**src/rtl/seq_mul_gen.sv**
```systemverilog
// seq_mul_gen: sequential shift-and-add multiplier, one multiplier bit per cycle.
// Operands are converted to magnitudes on start and the sign is applied in FIX,
// so the accumulator never overflows, including -2^(N-1) * -2^(N-1).
// The optional early-exit feature is enabled by defining SEQ_MUL_EARLY_EXIT_EN.
// Without it, RUN always lasts N cycles. Product values are the same in both builds.
// Handshake: start is accepted only in IDLE or DONE. busy is high while the operation
// is in flight (RUN, FIX). done pulses for exactly one cycle in DONE, when product and
// run_cycles become valid. product holds until the next FIX.
module seq_mul_gen #(
    parameter int N  = 8,
    parameter int CW = $clog2(N + 1)
) (
    input  logic             clk,
    input  logic             rst,
    input  logic             start,
    input  logic             signed_op,
    input  logic [N-1:0]     A,
    input  logic [N-1:0]     B,
    output logic [2*N-1:0]   product,
    output logic             busy,
    output logic             done,
    output logic [CW-1:0]    run_cycles,
    output logic [1:0]       dbg_state
);

    typedef enum logic [1:0] {
        IDLE = 2'd0,
        RUN  = 2'd1,
        FIX  = 2'd2,
        DONE = 2'd3
    } state_t;

    state_t         state;
    logic [2*N-1:0] mcand;
    logic [N-1:0]   mplier;
    logic [2*N-1:0] acc;
    logic           neg;
    logic [CW-1:0]  cnt;

    logic [N-1:0]   a_mag;
    logic [N-1:0]   b_mag;
    logic [N-1:0]   mplier_next;
    logic           last_step;

    assign dbg_state = state;

    // Operand magnitudes and the RUN exit condition for the current cycle
    always_comb begin
        a_mag       = (signed_op && A[N-1]) ? (~A + 1'b1) : A;
        b_mag       = (signed_op && B[N-1]) ? (~B + 1'b1) : B;
        mplier_next = mplier >> 1;
`ifdef SEQ_MUL_EARLY_EXIT_EN
        last_step   = (mplier_next == '0);
`else
        last_step   = (cnt == CW'(N - 1));
`endif
    end

    // Control FSM with datapath registers and registered outputs
    always_ff @(posedge clk or negedge rst) begin
        if (!rst) begin
            state      <= IDLE;
            mcand      <= '0;
            mplier     <= '0;
            acc        <= '0;
            neg        <= 1'b0;
            cnt        <= '0;
            product    <= '0;
            run_cycles <= '0;
            busy       <= 1'b0;
            done       <= 1'b0;
        end else begin
            done <= 1'b0;
            case (state)
                IDLE, DONE: begin
                    if (start) begin
                        mcand  <= {{N{1'b0}}, a_mag};
                        mplier <= b_mag;
                        neg    <= signed_op & (A[N-1] ^ B[N-1]);
                        acc    <= '0;
                        cnt    <= '0;
                        busy   <= 1'b1;
                        state  <= RUN;
                    end else begin
                        state  <= IDLE;
                    end
                end
                RUN: begin
                    if (mplier[0]) begin
                        acc <= acc + mcand;
                    end
                    mcand  <= mcand << 1;
                    mplier <= mplier_next;
                    cnt    <= cnt + 1'b1;
                    if (last_step) begin
                        state <= FIX;
                    end
                end
                FIX: begin
                    product    <= neg ? (~acc + 1'b1) : acc;
                    run_cycles <= cnt;
                    busy       <= 1'b0;
                    done       <= 1'b1;
                    state      <= DONE;
                end
                default: begin
                    state <= IDLE;
                end
            endcase
        end
    end

endmodule

```
**config.mk**
```make
export PLATFORM = sky130hd
export DESIGN_NAME = seq_mul_gen
export DESIGN_NICKNAME = d
export VERILOG_FILES = /design/src/rtl/seq_mul_gen.sv
export SDC_FILE = /design/constraint.sdc
export NUM_CORES = 1
export LEC_CHECK = 0
export CELL_PAD_IN_SITES_DETAIL_PLACEMENT = 1
export CELL_PAD_IN_SITES_GLOBAL_PLACEMENT = 1
export CORE_MARGIN = 2
export CORE_UTILIZATION = 43
export CTS_CLUSTER_DIAMETER = 100
export DETAILED_ROUTE_END_ITERATION = 7
export GPL_ROUTABILITY_DRIVEN = 0
export PLACE_DENSITY_LB_ADDON = 0.1
export SETUP_SLACK_MARGIN = 0.2
export SKIP_CTS_REPAIR_TIMING = 1
export SYNTH_ARGS = -nofsm -noshare
export SYNTH_HDL_FRONTEND = slang
export SYNTH_SLANG_ARGS = --single-unit
```
**constraint.sdc**
```tcl
create_clock -name clk -period 2.45 [get_ports clk]
set_clock_uncertainty 0.1 [all_clocks]
set_input_delay 0.49 -clock clk [delete_from_list [all_inputs] [get_ports clk]]
set_output_delay 0.49 -clock clk [all_outputs]
set_load 0.005 [all_outputs]
```
==> results.cfg, run 1 <==
[outcome]
status = finished clean

[route]
drc = 0
avgViaCountPerCell = 5.43
wire_per_inst_um = 16.8
finalWirelength_mm = 11.5
final_antenna_net_count = 0
drt-initial-drc-count = 143
drt-pass1-iter-count = 5
num_vias = 3700

[setup_path]
regToRegSetupSlack_ns = 0.03
rr_worst_depth = 9
start_kind = flop
crit_path_end = acc[10]
cp-end-kind = flop
r2r-start = acc[0]
worstPathRequired_ns = 2.60
crit_type = flop to flop
worstReg2RegEnd = acc[10]
cp_data_arrival_time_ns = 2.56
startpoint = acc[0]
critPathMaxFanout = 5

[cells_and_area]
layout_common_cells = nand2_1 (69), dfrtp_1 (67), a21oi_1 (43)
fin_nets = 589
drive_gt1_share_pct = 17.4
final_common_cell = nand2_1
multi_input_area_um2 = 2400
fillers = 1107
stdcell_count = 681
syn_to_final_growth_pct = 28.3
final_core_util_pct = 57.3
seq_area_um2 = 1730
diodes = 0

[power_and_ir_drop]
switchingPower_mw = 2.57
power_frac_seq_pct = 30.5
p_comb_share_pct = 54.8
p_total_mw = 6.04
swShare_pct = 42.5
p_per_area_nw_per_um2 = 1140
irDropWorstVdd_mv = 0.570
internal_power_mw = 3.47
clock_power_share_pct = 14.7
leakage_nw = 2.40

[logic_synthesis]
synth_area_leaders = dfrtp_1 (42%), ha_1 (6.3%), nand2_1 (6.3%), a21oi_1 (5.7%), o21ai_0 (5.4%)
ys_types = 51
synth_area_per_cell_um2 = 8.77
yosys.area.top_type = dfrtp_1
yosysWarnings = 0
synthFlopType = dfrtp_1
netlist_area_um2 = 4150
synth-seq-cells = 69
synth_edf_count = 0
synthesis.nets = 515
synthArstFlopShare_pct = 100
synthCells = 473
ys_seq_area_share_pct = 41.6
synth_top_area_share_pct = 41.6

[global_route]
grt_pass1_vias = 3877
grt_max_degree = 41
antenna_found_initial = 0
overflow = 0
grt_usage_pct = 23.4
grt_pass1_wl_mm = 18.9

[timing]
worstMarginPinSlew_ns = 0.644
rsz0062_at_grt = true
final-max-slew-violation-count = 0
finalHoldViolCount = 0
hold_ws_ns = 0.386
setup_tns_ns = 0
max_clock_freq_mhz = 413
period_share_pct = 98.8
setup_violations = 0
min_period_ns = 2.42
max_slew_margin_pct = 56.6

[cts]
clk-insertion-delay-late_ns = 0.36
clock_sinks = 69
cts_tree = done
numCtsBuffers = 9
ctsLongestPathBuffers = 2
cts.htree.levels = 3
cts_root_buffer = clkbuf_8
clkTransAtPathRegs_ns = 0.08

[floorplanning]
start_util_pct = 44.7
rows = 35
die_area_um2 = 10400
die_x_um = 102
die_y_um = 102
core_um2 = 9280
ios = 44

[placed_design]
hpwl_mm = 8.56
dp.cells = 659
portBuffers = 43

[worst_hold_path]
holdCritStartpoint = mplier[3]
holdCritPathClass = flop to flop

[run]
max_cap_violations = 0
kinds of logic (layout without fill, tap and decap cells):
family | count (synthesis) | after routing | synth area share (%)
flops | 69 | 69 | 41.6
xor+xnor | 28 | 28 | 5.91
fa+ha+maj | 22 | 22 | 6.82
buf+inv | 40 | 119 | 3.62
compound gates | 142 | 142 | 20.9
mux | 15 | 15 | 3.92
simple gates | 157 | 157 | 17.2
routing by layer:
layer | wire, um | vias to the layer above | global-route usage (%)
met2 | 5660 | 48 | 39.5
met4 | 104 | 0 | 5.85
met5 | 0 | - | 0
li1 | - | 1817 | -
met3 | 325 | 11 | 4.04
met1 | 5380 | 1824 | 31.3
flip-flops by register name (all words and copies together), names as in the netlist:
signal / flops
mplier: 8
run_cycles: 4
product: 16
cnt: 4
neg: 1
done: 1
busy: 1
dbg_state: 2
mcand: 16
acc: 16
cells in the mapped netlist, drive strengths merged, types with 2 or more instances:
cell type  number
a211oi          3
a21o            4
a21oi          47
a22o            3
a31oi           5
a32o            3
and2            2
and3            3
clkbuf         20
dfrtp          69
ha             21
inv            18
mux2           10
mux2i           5
nand2          70
nand2b          4
nand3          15
nand4           2
nor2           36
nor2b           5
nor3            5
nor3b           2
o211ai          3
o21a            7
o21ai          47
o22ai           2
o31ai           8
o41ai           2
or3             7
or4             4
xnor2          10
xor2           18
critical path, stage by stage, from the launching register on:
cell and delay, ns:
dfrtp_2 0.45, ha_4 0.19, inv_4 0.05, fa_2 0.23, nor2b_4 0.06, o31ai_4 0.28
a21o_1 0.21, a31oi_1 0.13, or3_1 0.36, a32o_1 0.26
power groups by stage:
stage / Sequential [mW] / Combinational (mW) / Clock (mW)
final: 1.85 / 3.31 / 0.887
after global routing: 1.89 / 3.68 / 0.942
after CTS: 1.83 / 3.11 / 0.898
after detailed placement: 1.85 / 3.10 / 0
after global placement: 1.82 / 3.00 / 0
after floorplan: 1.80 / 1.87 / 0
area by class of cell:
| cell class | count | share of cell area (%) |
|---|---|---|
| Inverter | 19 | 1.39 |
| Clock inverter | 5 | 0.659 |
| Tap cell | 129 | 3.03 |
| Clock buffer | 11 | 2.85 |
| Multi-Input combinational cell | 364 | 45.1 |
| Sequential cell | 69 | 32.5 |
| Timing Repair Buffer | 84 | 14.4 |
how the worst min path moves through the flow:
stage              endpoint  slack (ns)  cells past startpoint
6_report          mplier[3]        0.39                      2
5_1_grt          product[8]        0.42                      1
4_1_cts        dbg_state[0]       -0.03                      1
3_5_place_dp   dbg_state[0]        0.36                      1
3_3_place_gp           done        0.35                      1
2_1_floorplan        acc[0]        0.09                      0
metrics by stage:
stage / worst slack [ns] / cell area (um2)
after floorplan: 0.239 / 4150
after global placement: 0.109 / 4950
after detailed placement: -0.0269 / 4950
after CTS: -0.0818 / 5130
after global routing: -0.0277 / 5320
final: 0.0305 / 5320
(Power assumes the default switching activity.)
==> run 2: changes to the inputs <==
PLACE_DENSITY = 0.81   (was default)
PLACE_DENSITY_LB_ADDON = default   (was 0.1)
TNS_END_PERCENT = 50   (was default)
==> run 2 against run 1 <==
Critical path depth grew 1. Register-to-register slack improved by 0.09 ns. Non-clock buffer count unchanged. Fmax up 3.8%. Highest routed layer unchanged. Worst setup slack better by 0.088 ns. Combinational power hardly changed. Largest cell class unchanged. Via count is 4.0% higher. Core utilization up 0.40 points. Critical path type unchanged.
==> results.cfg, run 2 (same netlist as run 1, synthesis figures left out) <==
[route]
drt-initial-drc-count = 204
final_antenna_net_count = 0
drc = 0
finalWirelength_mm = 12.3
drt-pass1-iter-count = 4
wire_per_inst_um = 18.0
avgViaCountPerCell = 5.65
num_vias = 3847

[floorplanning]
ios = 44
die_x_um = 102
core_um2 = 9280
die_area_um2 = 10400
rows = 35
die_y_um = 102
start_util_pct = 44.7

[power_and_ir_drop]
internal_power_mw = 3.74
power_frac_seq_pct = 29.2
switchingPower_mw = 2.61
irDropWorstVdd_mv = 0.527
leakage_nw = 2.43
swShare_pct = 41.1
p_total_mw = 6.35
p_per_area_nw_per_um2 = 1180
p_comb_share_pct = 52.4
clock_power_share_pct = 18.3

[cts]
cts.htree.levels = 3
cts_root_buffer = clkbuf_8
clkTransAtPathRegs_ns = 0.09
cts_tree = done
clock_sinks = 69
numCtsBuffers = 9
ctsLongestPathBuffers = 2
clk-insertion-delay-late_ns = 0.36

[timing]
setup_tns_ns = 0
period_share_pct = 95.2
setup_violations = 0
rsz0062_at_grt = true
hold_ws_ns = 0.0402
min_period_ns = 2.33
final-max-slew-violation-count = 0
fin_ws_ns = 0.118
finalHoldViolCount = 0
max_slew_margin_pct = 68.3
max_clock_freq_mhz = 429
worstMarginPinSlew_ns = 0.475

[setup_path]
critical_path.top_delay_family = adder cells
max_stage_delay_ns = 0.40
cp-end-kind = flop
rr_worst_depth = 10
cp_data_arrival_time_ns = 2.46
r2r-start = mcand[0]
worstPathRequired_ns = 2.58
regToRegSetupSlack_ns = 0.12
worstReg2RegEnd = acc[8]
critPathMaxFanout = 3
crit_buf_inv = 2
cp_slowest_cell = dfrtp_1
crit_type = flop to flop
cp_cell_sequence = ha_2 > inv_1 > fa_2 > nor2b_4 > o31ai_4 > a21o_1 > buf_4 > and2_1 > xor2_1 > o21ai_1
start_kind = flop

[cells_and_area]
stdcell_count = 681
stdcell_area_um2 = 5360
fin_nets = 589
drive_gt1_share_pct = 17.2
diodes = 0
final_common_cell = nand2_1
final_core_util_pct = 57.7
syn_to_final_growth_pct = 29.2
layout_common_cells = nand2_1 (70), dfrtp_1 (67), a21oi_1 (44)
reg.largest.list = acc x16, mcand x16, product x16
fillers = 1108

[worst_hold_path]
holdCritPathClass = input port to async pin

[placed_design]
dp.cells = 655
dp_slack_ns = -0.00601
portBuffers = 43
place_area_um2 = 4920
hpwl_mm = 8.44

[global_route]
grt_pass1_vias = 3798
grt_max_degree = 70
grt_usage_pct = 23.5
grt_pass1_wl_mm = 18.8
antenna_found_initial = 0
overflow = 0

[outcome]
status = finished clean

[run]
max_cap_violations = 0
==> run 2: worst max path at each step <==
| stage | slack (ns) | end | startpoint | cells past startpoint |
|---|---|---|---|---|
| after floorplan | 0.24 | acc[15] | acc[6] | 7 |
| after global placement | 0.1 | acc[15] | acc[1] | 7 |
| after detailed placement | -0.006 | acc[10] | acc[0] | 9 |
| after CTS | -0.05 | acc[15] | mcand[6] | 7 |
| after global routing | 0.04 | acc[15] | mcand[4] | 7 |
| final | 0.12 | acc[8] | mcand[0] | 10 |
==> run 2: power by group through the flow <==
| stage | registers (mW) | clock network (mW) | logic (mW) |
|---|---|---|---|
| 2_1_floorplan | 1.80 | 0 | 1.87 |
| 3_3_place_gp | 1.82 | 0 | 2.91 |
| 3_5_place_dp | 1.86 | 0 | 3.03 |
| 4_1_cts | 1.84 | 1.18 | 3.08 |
| 5_1_grt | 1.90 | 1.22 | 3.65 |
| 6_report | 1.86 | 1.16 | 3.33 |
==> run 2: metal layers <==
metal | track usage (%) | up-vias | part of all wire, %
met5 | 0 | - | 0
met4 | 7.69 | 0 | 2.0
met3 | 3.35 | 20 | 3.0
met2 | 41.5 | 76 | 51
met1 | 29.5 | 1930 | 44
li1 | - | 1821 | -
==> run 2: layout make-up <==
class | instances | area, um2 | share of cell area (%)
multi-input combinational | 364 | 2390 | 44.5
sequential | 69 | 1730 | 32.3
timing repair buffer | 84 | 762 | 14.2
tap | 129 | 161 | 3.01
clock buffer | 10 | 138 | 2.57
clock inverter | 6 | 110 | 2.06
inverter | 19 | 71.3 | 1.33
==> run 3: changes to the inputs <==
REMOVE_ABC_BUFFERS = 1   (was default)
==> run 3 against run 2 <==
Core utilization up 0.58 points. Global-route usage down 0.38 points. Hold slack worse by 0.024 ns. Clock power down 11%. Critical path type unchanged. Critical endpoint is now acc[10].
==> results.cfg, run 3 (same netlist as run 1, synthesis figures left out) <==
[outcome]
status = finished clean

[timing]
finalHoldViolCount = 0
max_slew_margin_pct = 52.0
period_share_pct = 99.6
min_period_ns = 2.44
fin_ws_ns = 0.00887
worstMarginPinSlew_ns = 0.720
rsz0062_at_grt = true
final-max-slew-violation-count = 0
max_clock_freq_mhz = 410
hold_ws_ns = 0.0163
setup_violations = 0

[cts]
clkTransAtPathRegs_ns = 0.09
cts.htree.levels = 3
ctsLongestPathBuffers = 2
cts_root_buffer = clkbuf_8
numCtsBuffers = 9
clk-insertion-delay-late_ns = 0.35
cts_tree = done
clock_sinks = 69

[power_and_ir_drop]
power_frac_seq_pct = 29.2
clock_power_share_pct = 16.1
switchingPower_mw = 2.65
internal_power_mw = 3.72
p_total_mw = 6.37
irDropWorstVdd_mv = 1.06
p_comb_share_pct = 54.6
swShare_pct = 41.6
leakage_nw = 2.41
p_per_area_nw_per_um2 = 1180

[floorplanning]
rows = 35
start_util_pct = 44.7
core_um2 = 9280
ios = 44
die_x_um = 102
die_area_um2 = 10400
die_y_um = 102

[setup_path]
crit_buf_inv = 1
cp_cell_sequence = ha_4 > inv_2 > fa_2 > nor2b_4 > o31ai_4 > a21o_1 > a31oi_1 > or3_1 > a32o_1
cp_slowest_cell = dfrtp_2
cp_data_arrival_time_ns = 2.58
rr_worst_depth = 9
start_kind = flop
worstPathRequired_ns = 2.59
worstReg2RegEnd = acc[10]
regToRegSetupSlack_ns = 0.009
r2r-start = acc[0]
critPathMaxFanout = 5
cp-end-kind = flop
critical_path.top_delay_family = compound AO/OA/AOI/OAI gates
crit_type = flop to flop
max_stage_delay_ns = 0.46

[placed_design]
place_area_um2 = 4970
portBuffers = 43
dp_slack_ns = -0.0798
hpwl_mm = 8.36

[global_route]
grt_usage_pct = 23.1
grt_pass1_wl_mm = 19.2
overflow = 0
antenna_found_initial = 0
grt_pass1_vias = 4090
grt_max_degree = 41

[route]
drt-pass1-iter-count = 5
final_antenna_net_count = 0
avgViaCountPerCell = 5.62
finalWirelength_mm = 11.9
drt-initial-drc-count = 169
wire_per_inst_um = 17.4
num_vias = 3835
drc = 0

[cells_and_area]
final_common_cell = nand2_1
stdcell_area_um2 = 5410
syn_to_final_growth_pct = 30.5
reg.largest.list = acc x16, mcand x16, product x16
fin_nets = 591
layout_common_cells = nand2_1 (69), dfrtp_1 (66), a21oi_1 (43)
drive_gt1_share_pct = 19.2
diodes = 0

[run]
max_cap_violations = 0

[worst_hold_path]
holdCritPathClass = input port to async pin
-- run 3: metrics by stage --
step,utilization [%],cells,TNS [ns]
finish,58.3,682,0
global route,58.3,682,-0.157
CTS,55.8,678,-0.317
detailed placement,53.6,663,-0.112
global placement,53.6,663,0
floorplan,-,452,-18.35
-- run 3: layer usage --
metal	track usage, %	share of wire (%)	up-vias
li1	-	-	1825
met1	28.4	43	1901
met2	41.8	52	85
met3	2.74	3.1	24
met4	7.90	2.3	0
met5	0	0	-
-- run 3: how the worst max path moves through the flow --
stage / startpoint / end / slack, ns / depth (start not counted)
2_1_floorplan: dbg_state[1] / acc[12] / -1.08 / 7
3_3_place_gp: acc[0] / acc[10] / 0.07 / 9
3_5_place_dp: acc[0] / acc[10] / -0.08 / 9
4_1_cts: acc[3] / acc[15] / -0.13 / 7
5_1_grt: acc[0] / acc[10] / -0.1 / 9
6_report: acc[0] / acc[10] / 0.009 / 9
-- run 3: layout make-up --
cell class / count / area, um2
fillers: 1083 / 3870
multi-input cells: 364 / 2450
flip-flops and latches: 69 / 1730
repair buffers: 86 / 785
well taps: 129 / 161
clock buffers: 9 / 124
clock inverters: 6 / 88.8
inverters: 19 / 71.3
-- run 3: power groups by stage --
stage	registers (mW)	logic, mW	clock network, mW
floorplan	1.82	1.76	0
global placement	1.82	2.96	0
detailed placement	1.84	3.11	0
CTS	1.82	3.14	1.05
global route	1.91	3.87	1.09
finish	1.86	3.48	1.03
==> edit 1, RTL diff (flow settings as in run 3) <==
The option `SEQ_MUL_EARLY_EXIT_EN` is turned on by a define.
--- a/src/rtl/seq_mul_gen.sv
+++ b/src/rtl/seq_mul_gen.sv
@@ -6,6 +6,8 @@
 // Handshake: start is accepted only in IDLE or DONE. busy is high while the operation
 // is in flight (RUN, FIX). done pulses for exactly one cycle in DONE, when product and
 // run_cycles become valid. product holds until the next FIX.
+`define SEQ_MUL_EARLY_EXIT_EN
+
 module seq_mul_gen #(
     parameter int N  = 8,
     parameter int CW = $clog2(N + 1)
Behaviour: not the same (a bounded check fails within 4 cycles, from zero or initial values and one cycle with rst low).
==> edit 1 against run 3 <==
Setup slack better by 0.022 ns; sequential cell count unchanged; wire length fell by 4.6%; via count fell by 1.5%; critical path depth stayed put; first-iteration DRC count is 64% lower; cell area decreased by 2.0%; synthesized area is 1.2% lower; global-route usage fell by 0.15 points; power fell by 1.4%; utilization shrank 0.90 points.
==> edit 1: results (changes against run 3) <==
{| class="wikitable"
! Metric !! Value
|-
| Pre-antenna DRT Iters || 4 (was 5)
|-
| Post-synthesis xor/xnor area fraction || 5.56% (was 5.91%)
|-
| Vias per inst || 5.55 (was 5.62)
|-
| Min-Delay Path Class || flop to flop (was primary input to async pin)
|-
| Count of filler cells inserted in the layout || 1086 (was 1083)
|-
| Area fraction in compound gates after synthesis || 20.9% (about the same)
|-
| Final nets || 588 (was 591)
|-
| All-layer global routing usage || 22.9% (was 23.1%)
|-
| Fraction of synthesized area in multiplexers || 3.73% (was 3.92%)
|-
| Static leakage power || 2.45 nW (was 2.41 nW)
|-
| Average routed wire per standard cell || 16.7 um (was 17.4 um)
|-
| Cell type of the slowest stage on the worst timing path || sky130_fd_sc_hd__dfrtp_1 (was sky130_fd_sc_hd__dfrtp_2)
|-
| Peak per-stage delay on the critical path || 0.44 ns (was 0.46 ns)
|-
| Post-synth cell types || 46 (was 51)
|-
| Cell types occupying the most area after synthesis || sky130_fd_sc_hd__dfrtp_1 (42%), sky130_fd_sc_hd__ha_1 (6.4%), sky130_fd_sc_hd__nand2_1 (6.1%) (was sky130_fd_sc_hd__dfrtp_1 (42%), sky130_fd_sc_hd__ha_1 (6.3%), sky130_fd_sc_hd__nand2_1 (6.3%))
|-
| Largest regs || acc: 16 flops, mcand: 16 flops, product: 16 flops (unchanged)
|-
| HPWL after detailed placement || 8.27 mm (was 8.36 mm)
|-
| Run status || finished, final reports clean (unchanged)
|-
| Peak supply drop || 788 uV (was 1060 uV)
|-
| Global-route wire length before repair || 18.6 mm (was 19.2 mm)
|-
| Largest net degree at the start of global routing || 52 (was 41)
|-
| Layout cells sized above 1 || 18.0% (was 19.2%)
|-
| Number of buffers on the longest clock path || 2 (unchanged)
|-
| 1st-iter DRT viols || 61 (was 169)
|-
| Max FO, Critical Path || 4 (was 5)
|-
| List of most frequent post-synthesis cells || sky130_fd_sc_hd__dfrtp_1 (69), sky130_fd_sc_hd__nand2_1 (67), sky130_fd_sc_hd__a21oi_1 (50) (was sky130_fd_sc_hd__nand2_1 (70), sky130_fd_sc_hd__dfrtp_1 (69), sky130_fd_sc_hd__a21oi_1 (47))
|-
| Via count of the first global-routing pass || 3901 (was 4090)
|-
| Shortest period the worst path allows || 2.42 ns (was 2.44 ns)
|-
| Post-synthesis share of cell area spent on full adders, half adders and majority gates || 6.90% (was 6.82%)
|-
| Final Max Tran Viols || 0 (unchanged)
|-
| Headroom to the max-slew limit || 64.5% (was 52.0%)
|-
| Seq/Total Area, Yosys || 42.1% (was 41.6%)
|-
| Data arrival, critical path || 2.57 ns (was 2.58 ns)
|}
## edit 1: cell types whose count changed after synthesis, sizes merged, moves of 3 or more
cell | run 3 | this run
clkbuf | 20 | 16
inv | 18 | 21
nand3 | 15 | 11
o22ai | 2 | 5
o21a | 7 | 0
a21boi | 1 | 4
nor2 | 36 | 32
or3 | 7 | 12
a21oi | 47 | 50
nand2 | 70 | 67
## edit 1: metrics by stage
step	std cells	hold WS, ns	cell area (um2)	worst slack [ns]
2_1_floorplan	448	0.0944	4030	-0.207
3_3_place_gp	654	0.356	4890	0.0457
3_5_place_dp	654	0.358	4890	-0.112
4_1_cts	670	-0.0282	5090	-0.130
5_1_grt	680	0.433	5300	-0.0738
6_report	680	0.405	5300	0.0313
## edit 1: worst paths after layout
kind	start	end	slack, ns	cells after the start
max	acc[1]$_DFFE_PN0P_	acc[13]$_DFFE_PN0P_	0.03	9
min	product[10]$_DFFE_PN0P_	product[10]$_DFFE_PN0P_	0.40	1
max reg2reg	acc[1]$_DFFE_PN0P_	acc[13]$_DFFE_PN0P_	0.03	9
min reg2reg	product[10]$_DFFE_PN0P_	product[10]$_DFFE_PN0P_	0.40	1
max in group asynchronous	rst	mplier[2]$_DFFE_PN0P_	1.10	3
min in group asynchronous	rst	product[1]$_DFFE_PN0P_	0.51	2
## edit 1: kinds of logic (layout without fill, tap and decap cells)
| family | after synthesis | count (layout) |
|---|---|---|
| flip-flops | 69 | 69 |
| adder cells (fa/ha/maj) | 22 | 22 |
| XOR/XNOR | 26 | 26 |
| AO/OA/AOI/OAI | 144 | 144 |
| multiplexers | 14 | 14 |
| AND/OR/NAND/NOR | 152 | 152 |
| buffers and inverters | 38 | 124 |
## edit 1: layer usage
layer | wire (um) | share of wire, % | GRT usage, % | vias to the layer above
met3 | 299 | 2.6 | 3.04 | 21
met2 | 5850 | 52 | 41.8 | 71
met1 | 4910 | 43 | 27.4 | 1865
li1 | - | - | - | 1819
met4 | 276 | 2.4 | 8.52 | 0
met5 | 0 | 0 | 0 | -
## edit 1: final cells by class
class	instances	area, um2	share of cell area, %
Sequential cell	69	1730	32.6
Inverter	21	78.8	1.49
Tap cell	129	161	3.04
Clock inverter	7	73.8	1.39
Clock buffer	9	124	2.34
Timing Repair Buffer	87	778	14.7
Multi-Input combinational cell	358	2360	44.5
## edit 1: power breakdown
group / switching (mW) / total [mW] / internal (mW)
Sequential: 0.334 / 1.88 / 1.55
Combinational: 1.87 / 3.46 / 1.59
Clock: 0.468 / 0.941 / 0.473
Total: 2.67 / 6.28 / 3.61
==> edit 2, RTL diff (config.mk and constraints of run 3) <==
Made on the original files. Add an input register stage for `start`, `signed_op`, `A` and `B`; this delays them by one clock.
--- a/src/rtl/seq_mul_gen.sv
+++ b/src/rtl/seq_mul_gen.sv
@@ -30,6 +30,18 @@
         DONE = 2'd3
     } state_t;
 
+    logic start_q;
+    logic signed_op_q;
+    logic [N-1:0] A_q;
+    logic [N-1:0] B_q;
+
+    always_ff @(posedge clk) begin
+        start_q     <= start;
+        signed_op_q <= signed_op;
+        A_q         <= A;
+        B_q         <= B;
+    end
+
     state_t         state;
     logic [2*N-1:0] mcand;
     logic [N-1:0]   mplier;
@@ -46,8 +58,8 @@
 
     // Operand magnitudes and the RUN exit condition for the current cycle
     always_comb begin
-        a_mag       = (signed_op && A[N-1]) ? (~A + 1'b1) : A;
-        b_mag       = (signed_op && B[N-1]) ? (~B + 1'b1) : B;
+        a_mag       = (signed_op_q && A_q[N-1]) ? (~A_q + 1'b1) : A_q;
+        b_mag       = (signed_op_q && B_q[N-1]) ? (~B_q + 1'b1) : B_q;
         mplier_next = mplier >> 1;
 `ifdef SEQ_MUL_EARLY_EXIT_EN
         last_step   = (mplier_next == '0);
@@ -73,10 +85,10 @@
             done <= 1'b0;
             case (state)
                 IDLE, DONE: begin
-                    if (start) begin
+                    if (start_q) begin
                         mcand  <= {{N{1'b0}}, a_mag};
                         mplier <= b_mag;
-                        neg    <= signed_op & (A[N-1] ^ B[N-1]);
+                        neg    <= signed_op_q & (A_q[N-1] ^ B_q[N-1]);
                         acc    <= '0;
                         cnt    <= '0;
                         busy   <= 1'b1;
Function: changed (Yosys sat finds a counterexample within 4 cycles, from zero or initial values and one cycle with rst low).
==> edit 2 against run 3 <==
Count of clock-buffer cells in the layout grew 4; non-clock buffer count shrank 21; wire length shrank 5.8%; critical endpoint unchanged; setup slack gained 0.18 ns; cell area grew 1.8%; synthesized area grew 11%; sequential cell count grew 18; combinational power shrank 9.2%; power grew 2.0%; largest cell class unchanged.
==> edit 2: results (changes against run 3) <==
{| class="wikitable"
! Metric !! Value
|-
| Placed instance area || 5220 um2 (was 4970 um2)
|-
| Worst reg-to-reg setup slack || 0.19 ns (was 0.009 ns)
|-
| Hold_ws || 0.0426 ns (was 0.0163 ns)
|-
| Cell types occupying the most area after synthesis || sky130_fd_sc_hd__dfrtp_1 (38%), sky130_fd_sc_hd__dfxtp_1 (7.9%), sky130_fd_sc_hd__nand2_1 (5.8%) (was sky130_fd_sc_hd__dfrtp_1 (42%), sky130_fd_sc_hd__ha_1 (6.3%), sky130_fd_sc_hd__nand2_1 (6.3%))
|-
| Total wirelength of the detailed-routed design || 11.2 mm (was 11.9 mm)
|-
| Post-synthesis xor/xnor area fraction || 6.11% (was 5.91%)
|-
| Area fraction in compound gates after synthesis || 19.2% (was 20.9%)
|-
| Number of clock buffers in the layout || 13 (was 9)
|-
| Register bit total from synthesis || 87 (was 69)
|-
| Seq/Total Area, Yosys || 45.5% (was 41.6%)
|-
| Proportion of register bits with asynchronous set or reset after synthesis || 79.3% (was 100%)
|-
| Data buffer area share || 11.2% (was 14.5%)
|-
| Headroom to the max-slew limit || 62.2% (was 52.0%)
|-
| Run status || finished, final reports clean (unchanged)
|-
| Latest clock arrival within the worst-skew pair || 0.37 ns (was 0.35 ns)
|-
| Worst setup path start || mcand[0]$_DFFE_PN0P_ (was acc[0]$_DFFE_PN0P_)
|-
| Cell type of the slowest stage on the worst timing path || sky130_fd_sc_hd__dfrtp_1 (was sky130_fd_sc_hd__dfrtp_2)
|-
| Data arrival, critical path || 2.42 ns (was 2.58 ns)
|-
| ClkCell Share || 4.07% (was 3.93%)
|-
| Count of filler cells inserted in the layout || 1187 (was 1083)
|-
| Global-route wire length before repair || 18.6 mm (was 19.2 mm)
|-
| Placed Cells || 671 (was 663)
|-
| 1st-iter DRT viols || 135 (was 169)
|-
| Post-synth cell types || 62 (was 51)
|-
| Max FO, Critical Path || 3 (was 5)
|-
| Pre-antenna DRT Iters || 4 (was 5)
|-
| Sequential share of cell area || 37.9% (was 32.0%)
|-
| Filler-free cell count of the finished design || 690 (was 682)
|-
| Count of multi-input combinational gates || 368 (was 364)
|-
| Layout cells sized above 1 || 13.0% (was 19.2%)
|-
| All-layer global routing usage || 20.5% (was 23.1%)
|-
| Peak supply drop || 508 uV (was 1060 uV)
|-
| Area of the die || 11500 um2 (was 10400 um2)
|-
| F_max || 0.443 GHz (was 0.410 GHz)
|-
| DP Worst Slack || 0.0592 ns (was -0.0798 ns)
|-
| HPWL after detailed placement || 8.13 mm (was 8.36 mm)
|-
| Bufs w/o clock || 65 (was 86)
|-
| Via count of the first global-routing pass || 3915 (was 4090)
|-
| Post-synthesis share of cell area spent on full adders, half adders and majority gates || 6.17% (was 6.82%)
|}
-- edit 2: metal layers --
metal  track usage (%)  up-vias  share of wire, %
met1              24.5     1834                44
li1                  -     1837                 -
met4              8.07        0               1.8
met3              2.72       14               3.2
met2              36.9       70                52
met5                 0        -                 0
-- edit 2: cell families (layout without fill, tap and decap cells) --
logic type	count (synthesis)	in the layout
and+or+nand+nor	157	157
buffers and inverters	42	99
xor gates and xnor gates	32	32
AOI/OAI and AO/OA	146	146
adders and majority gates	22	22
DFF	87	87
muxes	11	11
-- edit 2: where the power goes --
group	switching, mW	leakage (nW)	internal, mW	total (mW)
combinational	1.73	1.23	1.42	3.16
clock	0.514	0.114	0.630	1.14
sequential	0.350	1.05	1.85	2.20
total	2.60	2.40	3.90	6.50
